`config.mk`:
```
export PLATFORM = sky130hd
export DESIGN_NAME = psk_out_reg
export DESIGN_NICKNAME = d
export VERILOG_FILES = /design/src/rtl/psk_out_reg.sv
export SDC_FILE = /design/constraint.sdc
export NUM_CORES = 1
export LEC_CHECK = 0
export CORE_AREA = 5 5 122 112
export DETAILED_ROUTE_END_ITERATION = 6
export DIE_AREA = 0 0 127 117
export DONT_BUFFER_PORTS = 1
export HOLD_SLACK_MARGIN = 0.1
export PLACE_DENSITY = 0.7
export SYNTH_ARGS = -nofsm -noshare
export SYNTH_HDL_FRONTEND = slang
export SYNTH_SLANG_ARGS = --single-unit
export TNS_END_PERCENT = 20
```
`constraint.sdc`:
```
create_clock -name CLK -period 3 [get_ports CLK]
set_clock_uncertainty 0.15 [all_clocks]
set_input_delay 0.15 -clock CLK [delete_from_list [all_inputs] [get_ports CLK]]
set_output_delay 0.15 -clock CLK [all_outputs]
set_load 0.02 [all_outputs]
```
`src/rtl/psk_out_reg.sv`:
```
// Output register stage of the PSK phase-accumulator handshake: realigns valid
// ROM addresses to ROM read latency and packs PACK samples per DAC word.
module psk_out_reg #(
    parameter int unsigned          DATA_W      = 12,
    parameter int unsigned          ROM_LATENCY = 2,
    parameter int unsigned          PACK        = 4,
    parameter int unsigned          READY_DELAY = 4,
    parameter logic [DATA_W-1:0]    IDLE_CODE   = 12'h800
) (
    input  logic                     CLK,
    input  logic                     RESET,
    input  logic                     SIGN_START_CALC,
    input  logic                     SIGN_STOP_CALC,
    input  logic [DATA_W-1:0]        ROM_DATA,
    output logic                     OUT_REG_READY,
    output logic [PACK*DATA_W-1:0]   DAC_DATA,
    output logic                     DAC_VALID,
    output logic [31:0]              SAMPLE_COUNT,
    output logic                     GEN_DONE,
    output logic                     ERROR
);

    localparam int unsigned IDX_W = $clog2(PACK);
    localparam logic [PACK*DATA_W-1:0] IDLE_WORD = {PACK{IDLE_CODE}};

    typedef enum logic [2:0] {
        S_IDLE, S_PREP, S_ARMED, S_GAP, S_STREAM, S_DRAIN, S_FLUSH
    } state_t;

    state_t                    state, state_nxt;
    logic                      start_prev;
    logic                      start_rise;
    logic                      addr_valid;
    logic [31:0]               tmr;
    logic [ROM_LATENCY-1:0]    vld_dly;
    logic                      cap;
    logic [IDX_W-1:0]          pack_idx;
    logic [DATA_W-1:0]         lanes [PACK];
    logic [PACK*DATA_W-1:0]    full_word;
    logic [PACK*DATA_W-1:0]    partial_word;

    assign start_rise = SIGN_START_CALC & ~start_prev;
    assign addr_valid = (state == S_STREAM);
    assign cap        = vld_dly[ROM_LATENCY-1];

    always_comb begin
        state_nxt = state;
        case (state)
            S_IDLE:   if (start_rise) state_nxt = S_PREP;
            S_PREP:   if (tmr == READY_DELAY - 1) state_nxt = S_ARMED;
            S_ARMED:  if (!SIGN_START_CALC) state_nxt = S_GAP;
            S_GAP:    state_nxt = S_STREAM;
            S_STREAM: if (SIGN_STOP_CALC) state_nxt = S_DRAIN;
            S_DRAIN:  if (tmr == ROM_LATENCY - 1) state_nxt = S_FLUSH;
            S_FLUSH:  state_nxt = S_IDLE;
            default:  state_nxt = S_IDLE;
        endcase
    end

    // The last lane comes straight from ROM_DATA so a word is registered on its capture edge.
    always_comb begin
        full_word    = '0;
        partial_word = '0;
        for (int unsigned j = 0; j < PACK; j++) begin
            full_word[j*DATA_W +: DATA_W]    = (j == PACK - 1) ? ROM_DATA : lanes[j];
            partial_word[j*DATA_W +: DATA_W] = (j < 32'(pack_idx)) ? lanes[j] : IDLE_CODE;
        end
    end

    always_ff @(posedge CLK) begin
        if (RESET) begin
            state         <= S_IDLE;
            start_prev    <= 1'b1;
            tmr           <= '0;
            vld_dly       <= '0;
            pack_idx      <= '0;
            for (int unsigned i = 0; i < PACK; i++) lanes[i] <= IDLE_CODE;
            OUT_REG_READY <= 1'b0;
            DAC_DATA      <= IDLE_WORD;
            DAC_VALID     <= 1'b0;
            SAMPLE_COUNT  <= '0;
            GEN_DONE      <= 1'b0;
            ERROR         <= 1'b0;
        end else begin
            start_prev    <= SIGN_START_CALC;
            state         <= state_nxt;
            OUT_REG_READY <= (state_nxt == S_ARMED);
            DAC_VALID     <= 1'b0;
            GEN_DONE      <= 1'b0;
            vld_dly       <= (vld_dly << 1) | ROM_LATENCY'(addr_valid);

            if (state_nxt != state) tmr <= '0;
            else if (state == S_PREP || state == S_DRAIN) tmr <= tmr + 1'b1;

            if ((SIGN_STOP_CALC && state != S_STREAM) || (start_rise && state != S_IDLE))
                ERROR <= 1'b1;

            if (cap) begin
                lanes[pack_idx] <= ROM_DATA;
                if (SAMPLE_COUNT != '1) SAMPLE_COUNT <= SAMPLE_COUNT + 1'b1;
                if (pack_idx == IDX_W'(PACK - 1)) begin
                    pack_idx  <= '0;
                    DAC_DATA  <= full_word;
                    DAC_VALID <= 1'b1;
                end else begin
                    pack_idx <= pack_idx + 1'b1;
                end
            end

            case (state)
                S_IDLE, S_PREP, S_ARMED, S_GAP: DAC_DATA <= IDLE_WORD;
                S_FLUSH: begin
                    GEN_DONE <= 1'b1;
                    pack_idx <= '0;
                    if (pack_idx != '0) begin
                        DAC_DATA  <= partial_word;
                        DAC_VALID <= 1'b1;
                    end else begin
                        DAC_DATA  <= IDLE_WORD;
                    end
                end
                default: ;
            endcase

            if (state == S_IDLE && start_rise) begin
                SAMPLE_COUNT <= '0;
                pack_idx     <= '0;
                vld_dly      <= '0;
            end
        end
    end

endmodule

```
==> out/metrics.csv, run 1 <==
metric,value,unit
Main synth FF type,dfxtp_1,
crit path DAT,2.70,ns
Hold WC Path Type,input pin to register,
DIE HEIGHT,117,µm
Psw,983,µW
Comb pwr share,0.021,
Slew @ Worst Pin,0.734,ns
root buffer cell,clkbuf_16,
total track usage,0.218,
DR vias,5257,
Syn Inst Count,706,
Syn. warnings,0,
Synth Area in Compound Gates,0.113,
met1 usage,0.266,
Setup crit end kind,register,
"antenna viol nets, final",0,
HPWL after DPL,10700,µm
"Hold Vio Cnt, Final",0,
main combinational cell family by area after synthesis,simple AND/OR/NAND/NOR gates,
post-CTS setup buffer count,0,
fmax,402,MHz
TritonCTS clock tree,done,
"Slew Viols, Final",0,
Max-Cap Viols,0,
Post-synth EDFFs,36,
Critical Path Source Type,register,
post-synthesis mux area share,0.00765,
Clock Latency Late Sink,0.43,ns
nets@finish,738,
CTS Buffer Depth,2,
die area,14900,µm²
GR Overflow Total,0,
post_cts resized,0,
routability cong.,0.817,
std cell rows,39,
wire per inst,18.1,µm
Synth Area in Simple Gates,0.251,
sw frac,0.212,
Rel. slew slack,0.511,
minimum clock period,2.49,ns
"Distinct cells, synth",51,
clk slew on worst S/H paths,0.07,ns
internal power,3.65,mW
largest area contributor in the netlist,dfxtp_1,
first-pass GRT wire length,25500,µm
final setup fails,0,
crit-path max FO,15,
Initial DRT Pass Iterations,5,
"most common cell after layout, fill and taps aside",dfxtp_1,
initial core utilization,0.541,
Post-CTS Hold Fix Bufs,17,
port bufs,0,
Worst EP required,3.21,ns
WS Path Type,register to register,
hold slack,0.132,ns
P_leak,2.59,nW
antenna violations before repair,1,
ANT cells,0,
met3 usage,0.0835,
RSZ-0062 raised after global routing,false,
largest net degree at the start of global routing,48,
post-synthesis net count,729,
htree depth,4,
# IOs,100,
sequential fraction of the synthesis area,0.532,
share of the synthesized area in the top cell type,0.370,
layout cell share with drive strength beyond 1,0.0838,
clock share of power,0.498,
drt drc,0,
Sequential Power Share,0.481,
number of global-route vias before repair,5049,
Initial DRC Count,499,
period utilization,0.830,
core outline area,12400,µm²
met2 usage,0.345,
"commonest cells after routing, fill and taps aside","dfxtp_1, nor2_1, nand2_1",
"wirelength, routed",16100,µm
outcome,completed,
Die W,127,µm
share of the synthesized netlist area taken by xor and xnor gates,0.0510,
Yosys reg bits,160,
adder-cell area share of the yosys netlist,0.0131,
Synth area leaders,"dfxtp_1, edfxtp_1, nor2_1",
Pwr Density,606,nW/µm²
clock sink count,160,
Mapped Avg Cell Area,9.49,µm²
TritonCTS Buffers,17,
Max IR drop VDD,359,µV
vias per std cell,5.89,
Synth Cell Area,6700,µm²
setup_tns,0,ns
area grow syn2layout,14.2,%
Async SR Flop Fraction,0,
GR peak layer,met2,
-- worst max-delay path: stages (launching register included) --
cell and delay, ns:
dfxtp_1 0.53, nand4_2 0.20, or2_1 0.47, or4_4 0.57
or3_1 0.36, a21oi_1 0.14
-- layer usage --
layer / wire, µm / vias to the layer above
met1: 6700 / 2511
met4: 395 / 2
li1: - / 2516
met5: 9 / -
met3: 1440 / 37
met2: 7570 / 191
-- layout make-up --
cell class,count,area [µm²]
Tap cell,164,205
Inverter,14,52.6
Clock buffer,17,425
Fill cell,1023,4740
Multi-Input combinational cell,492,2920
Clock inverter,15,209
Sequential cell,160,3560
Timing Repair Buffer,30,278
-- flip-flops by register name, indices dropped and copies added (netlist names) --
| name | flops |
|---|---|
| lanes | 36 |
| start_prev | 1 |
| pack_idx | 2 |
| tmr | 32 |
| SAMPLE_COUNT | 32 |
| GEN_DONE | 1 |
| DAC_VALID | 1 |
| state | 3 |
| OUT_REG_READY | 1 |
| ERROR | 1 |
| DAC_DATA | 48 |
| vld_dly | 2 |
-- per-stage QoR --
step	total power [mW]	worst slack (ns)	instance area [µm²]	std cells	util
6_report	4.64	0.509	7650	892	0.618
5_1_grt	4.77	0.362	7650	892	0.618
4_1_cts	4.66	0.528	7650	892	0.618
3_5_place_dp	2.33	0.553	6840	843	0.552
3_3_place_gp	2.33	0.576	6840	843	0.552
2_1_floorplan	2.32	0.589	6700	706	-
-- worst paths after layout --
| path | from | to | slack [ns] | depth (start not counted) |
|---|---|---|---|---|
| max | SAMPLE_COUNT[16]$_SDFFE_PP0P_ | SAMPLE_COUNT[28]$_SDFFE_PP0P_ | 0.51 | 5 |
| min | SIGN_STOP_CALC | OUT_REG_READY$_SDFF_PP0_ | 0.13 | 5 |
| max reg2reg | SAMPLE_COUNT[16]$_SDFFE_PP0P_ | SAMPLE_COUNT[28]$_SDFFE_PP0P_ | 0.51 | 5 |
| min reg2reg | vld_dly[0]$_SDFF_PP0_ | vld_dly[1]$_SDFF_PP0_ | 0.28 | 1 |
-- cell usage after synthesis, drive strengths merged, types with 3 or more instances --
| cell | instances |
|---|---|
| or2 | 8 |
| xnor2 | 26 |
| o2111ai | 4 |
| o31ai | 3 |
| edfxtp | 36 |
| o21ai | 19 |
| a21oi | 38 |
| buf | 8 |
| clkbuf | 32 |
| or4 | 9 |
| nand3 | 21 |
| o311ai | 3 |
| and2 | 39 |
| nand2b | 8 |
| ha | 7 |
| or3 | 16 |
| nor2 | 94 |
| nor2b | 5 |
| inv | 14 |
| xor2 | 13 |
| and4 | 11 |
| nor4 | 11 |
| nor3 | 21 |
| nand2 | 56 |
| nand4 | 15 |
| a22oi | 32 |
| mux2i | 4 |
| dfxtp | 124 |
| and3 | 8 |
-- cell families after synthesis --
logic type / count (synthesis)
AO/OA/AOI/OAI: 115
flip-flops: 160
AND/OR/NAND/NOR: 326
adder cells (fa/ha/maj): 7
buffers and inverters: 54
multiplexers: 5
XOR/XNOR: 39
-- power groups by stage --
stage          Combinational, mW  Clock [mW]  Sequential (mW)
2_1_floorplan             0.0507           0             2.27
3_3_place_gp              0.0530           0             2.28
3_5_place_dp              0.0548           0             2.28
4_1_cts                   0.0990        2.33             2.23
5_1_grt                    0.107        2.43             2.23
6_report                  0.0994        2.31             2.23
Power figures use the tool's default switching activity.
==> inputs of run 2 (changes only) <==
PLACE_DENSITY = 0.73   (was 0.7)
clock period = 2.15 ns   (was 3 ns; I/O delays follow)
==> run 2 against run 1 <==
Against the previous run:
- design area increased by 6.1%
- core utilization increased by 3.8 points
- count of clock-buffer cells in the layout is the same
- die area stayed put
- maximum frequency grew 18%
- largest cell class unchanged
- critical endpoint is now SAMPLE_COUNT[25]$_SDFFE_PP0P_
- largest power group is now sequential cells
==> out/metrics.csv, run 2 (synthesis gave the netlist of run 1 again) <==
metric,value,unit,change
outcome,completed,,
"antenna viol nets, final",0,,unchanged
core outline area,12400,µm²,unchanged
internal power,4.77,mW,+31%
clock share of power,0.474,,-0.024
final setup fails,0,,unchanged
std cell rows,39,,unchanged
TritonCTS clock tree,done,,
"Hold Vio Cnt, Final",0,,unchanged
Worst EP required,2.30,ns,-0.91 ns
DR vias,5555,,+5.7%
Sequential Power Share,0.502,,+0.021
hold slack,0.263,ns,+0.131 ns
htree depth,4,,unchanged
minimum clock period,2.12,ns,-0.372 ns
slowest CP cell,dfxtp_1,,
DR top layer,met5,,
wire per inst,18.0,µm,-0.63%
sw frac,0.229,,+0.0165
Die W,127,µm,unchanged
"Slew Viols, Final",0,,unchanged
Largest Register,DAC_DATA,,
layout cell share with drive strength beyond 1,0.175,,+0.0913
root buffer cell,clkbuf_16,,
Comb pwr share,0.024,,+0.003
DIE HEIGHT,117,µm,unchanged
total track usage,0.228,,+0.0106
Clock Latency Late Sink,0.42,ns,about the same
Largest register FFs,48,,unchanged
WS Path Type,register to register,,
routability cong.,0.873,,+6.9%
number of global-route vias before repair,5226,,+3.5%
setup_tns,0,ns,unchanged
Initial DRT Pass Iterations,5,,unchanged
Hold WC Path Type,input pin to register,,
crit path cell chain,nand4_2 -> or2_4 -> buf_4 -> o311ai_4 -> clkdlybuf4s15_2 -> or4_1 -> a21oi_1,,
Setup crit end kind,register,,
HPWL after DPL,11300,µm,+6.0%
Max IR drop VDD,566,µV,+57%
"commonest cells after routing, fill and taps aside","dfxtp_1, nor2_1, buf_4",,
Metal-1 WL,6860,µm,+2.4%
antenna violations before repair,2,,+1
die area,14900,µm²,unchanged
# IOs,100,,unchanged
CTS Buffer Depth,2,,unchanged
Max-Cap Viols,0,,unchanged
period utilization,0.985,,+0.155
TritonCTS Buffers,17,,unchanged
RSZ-0062 raised after global routing,true,,
"wirelength, routed",17100,µm,+6.2%
nets@finish,798,,+8.1%
initial core utilization,0.541,,unchanged
Rel. slew slack,0.718,,+0.208
CP peak stage delay,0.37,ns,-0.20 ns
crit-path max FO,14,,-1
port bufs,0,,unchanged
Pwr Density,762,nW/µm²,+26%
Worst Path Buf+Inv,2,,+2
area grow syn2layout,21.1,%,
largest net degree at the start of global routing,50,,+4.2%
"most common cell after layout, fill and taps aside",dfxtp_1,,
WL met3,1680,µm,+17%
largest delay contributor family on the critical path,simple AND/OR/NAND/NOR gates,,
crit path DAT,2.27,ns,-0.43 ns
P_leak,2.88,nW,+11%
drt drc,0,,unchanged
clk slew on worst S/H paths,0.07,ns,about the same
GR Overflow Total,0,,unchanged
met2 wire len,8220,µm,+8.6%
Critical Path Source Type,register,,
fmax,472,MHz,+18%
first-pass GRT wire length,26900,µm,+5.5%
top flop regs,"DAC_DATA x48, lanes x36",,
"setup slack, reg-to-reg",0.03,ns,-0.48 ns
clock sink count,160,,unchanged
Initial DRC Count,606,,+21%
vias per std cell,5.83,,-1.1%
Slew @ Worst Pin,0.422,ns,-0.312 ns
Psw,1.41,mW,+44%
## run 2: what timing repair did
item | CTS | global route
hold buffers | 17 | 0
buffers inserted | 0 | 1
setup endpoints to repair | 0 | 42
hold endpoints to repair | 196 | 0
resized for setup | 0 | 11
## run 2: stage by stage
step | instance area [µm²] | util | total power, mW | setup WS, ns | std cells
finish | 8120 | 0.655 | 6.19 | 0.0315 | 953
detailed placement | 7300 | 0.589 | 3.26 | 0.0848 | 901
global route | 8120 | 0.655 | 6.37 | -0.0412 | 952
global placement | 7300 | 0.589 | 3.25 | 0.167 | 901
floorplan | 6740 | - | 3.24 | 0.00418 | 706
CTS | 8060 | 0.650 | 6.22 | 0.0705 | 950
## run 2: final timing paths
kind,cells after the start,start,to
max reg2reg,7,SAMPLE_COUNT[18]$_SDFFE_PP0P_,SAMPLE_COUNT[25]$_SDFFE_PP0P_
min,2,SIGN_START_CALC,start_prev$_SDFF_PP1_
min reg2reg,1,vld_dly[0]$_SDFF_PP0_,vld_dly[1]$_SDFF_PP0_
max,7,SAMPLE_COUNT[18]$_SDFFE_PP0P_,SAMPLE_COUNT[25]$_SDFFE_PP0P_
## run 2: layout make-up
type	instances	area [µm²]
fillers	951	4280
flip-flops and latches	160	3580
multi-input cells	492	2970
repair buffers	90	736
clock buffers	17	425
well taps	164	205
clock inverters	15	148
inverters	14	52.6
diodes	1	2.50
## run 2: per-layer routing
layer,vias up,global-route usage
li1,2624,-
met1,2663,0.281
met2,225,0.368
met3,39,0.0935
met4,4,0.0772
met5,-,0
## run 2: power groups by stage
| stage | Combinational [mW] | Sequential (mW) | Clock [mW] |
|---|---|---|---|
| final | 0.150 | 3.11 | 2.93 |
| after CTS | 0.146 | 3.11 | 2.97 |
| after global routing | 0.161 | 3.11 | 3.10 |
| after floorplan | 0.0707 | 3.17 | 0 |
| after global placement | 0.0822 | 3.17 | 0 |
| after detailed placement | 0.0846 | 3.17 | 0 |
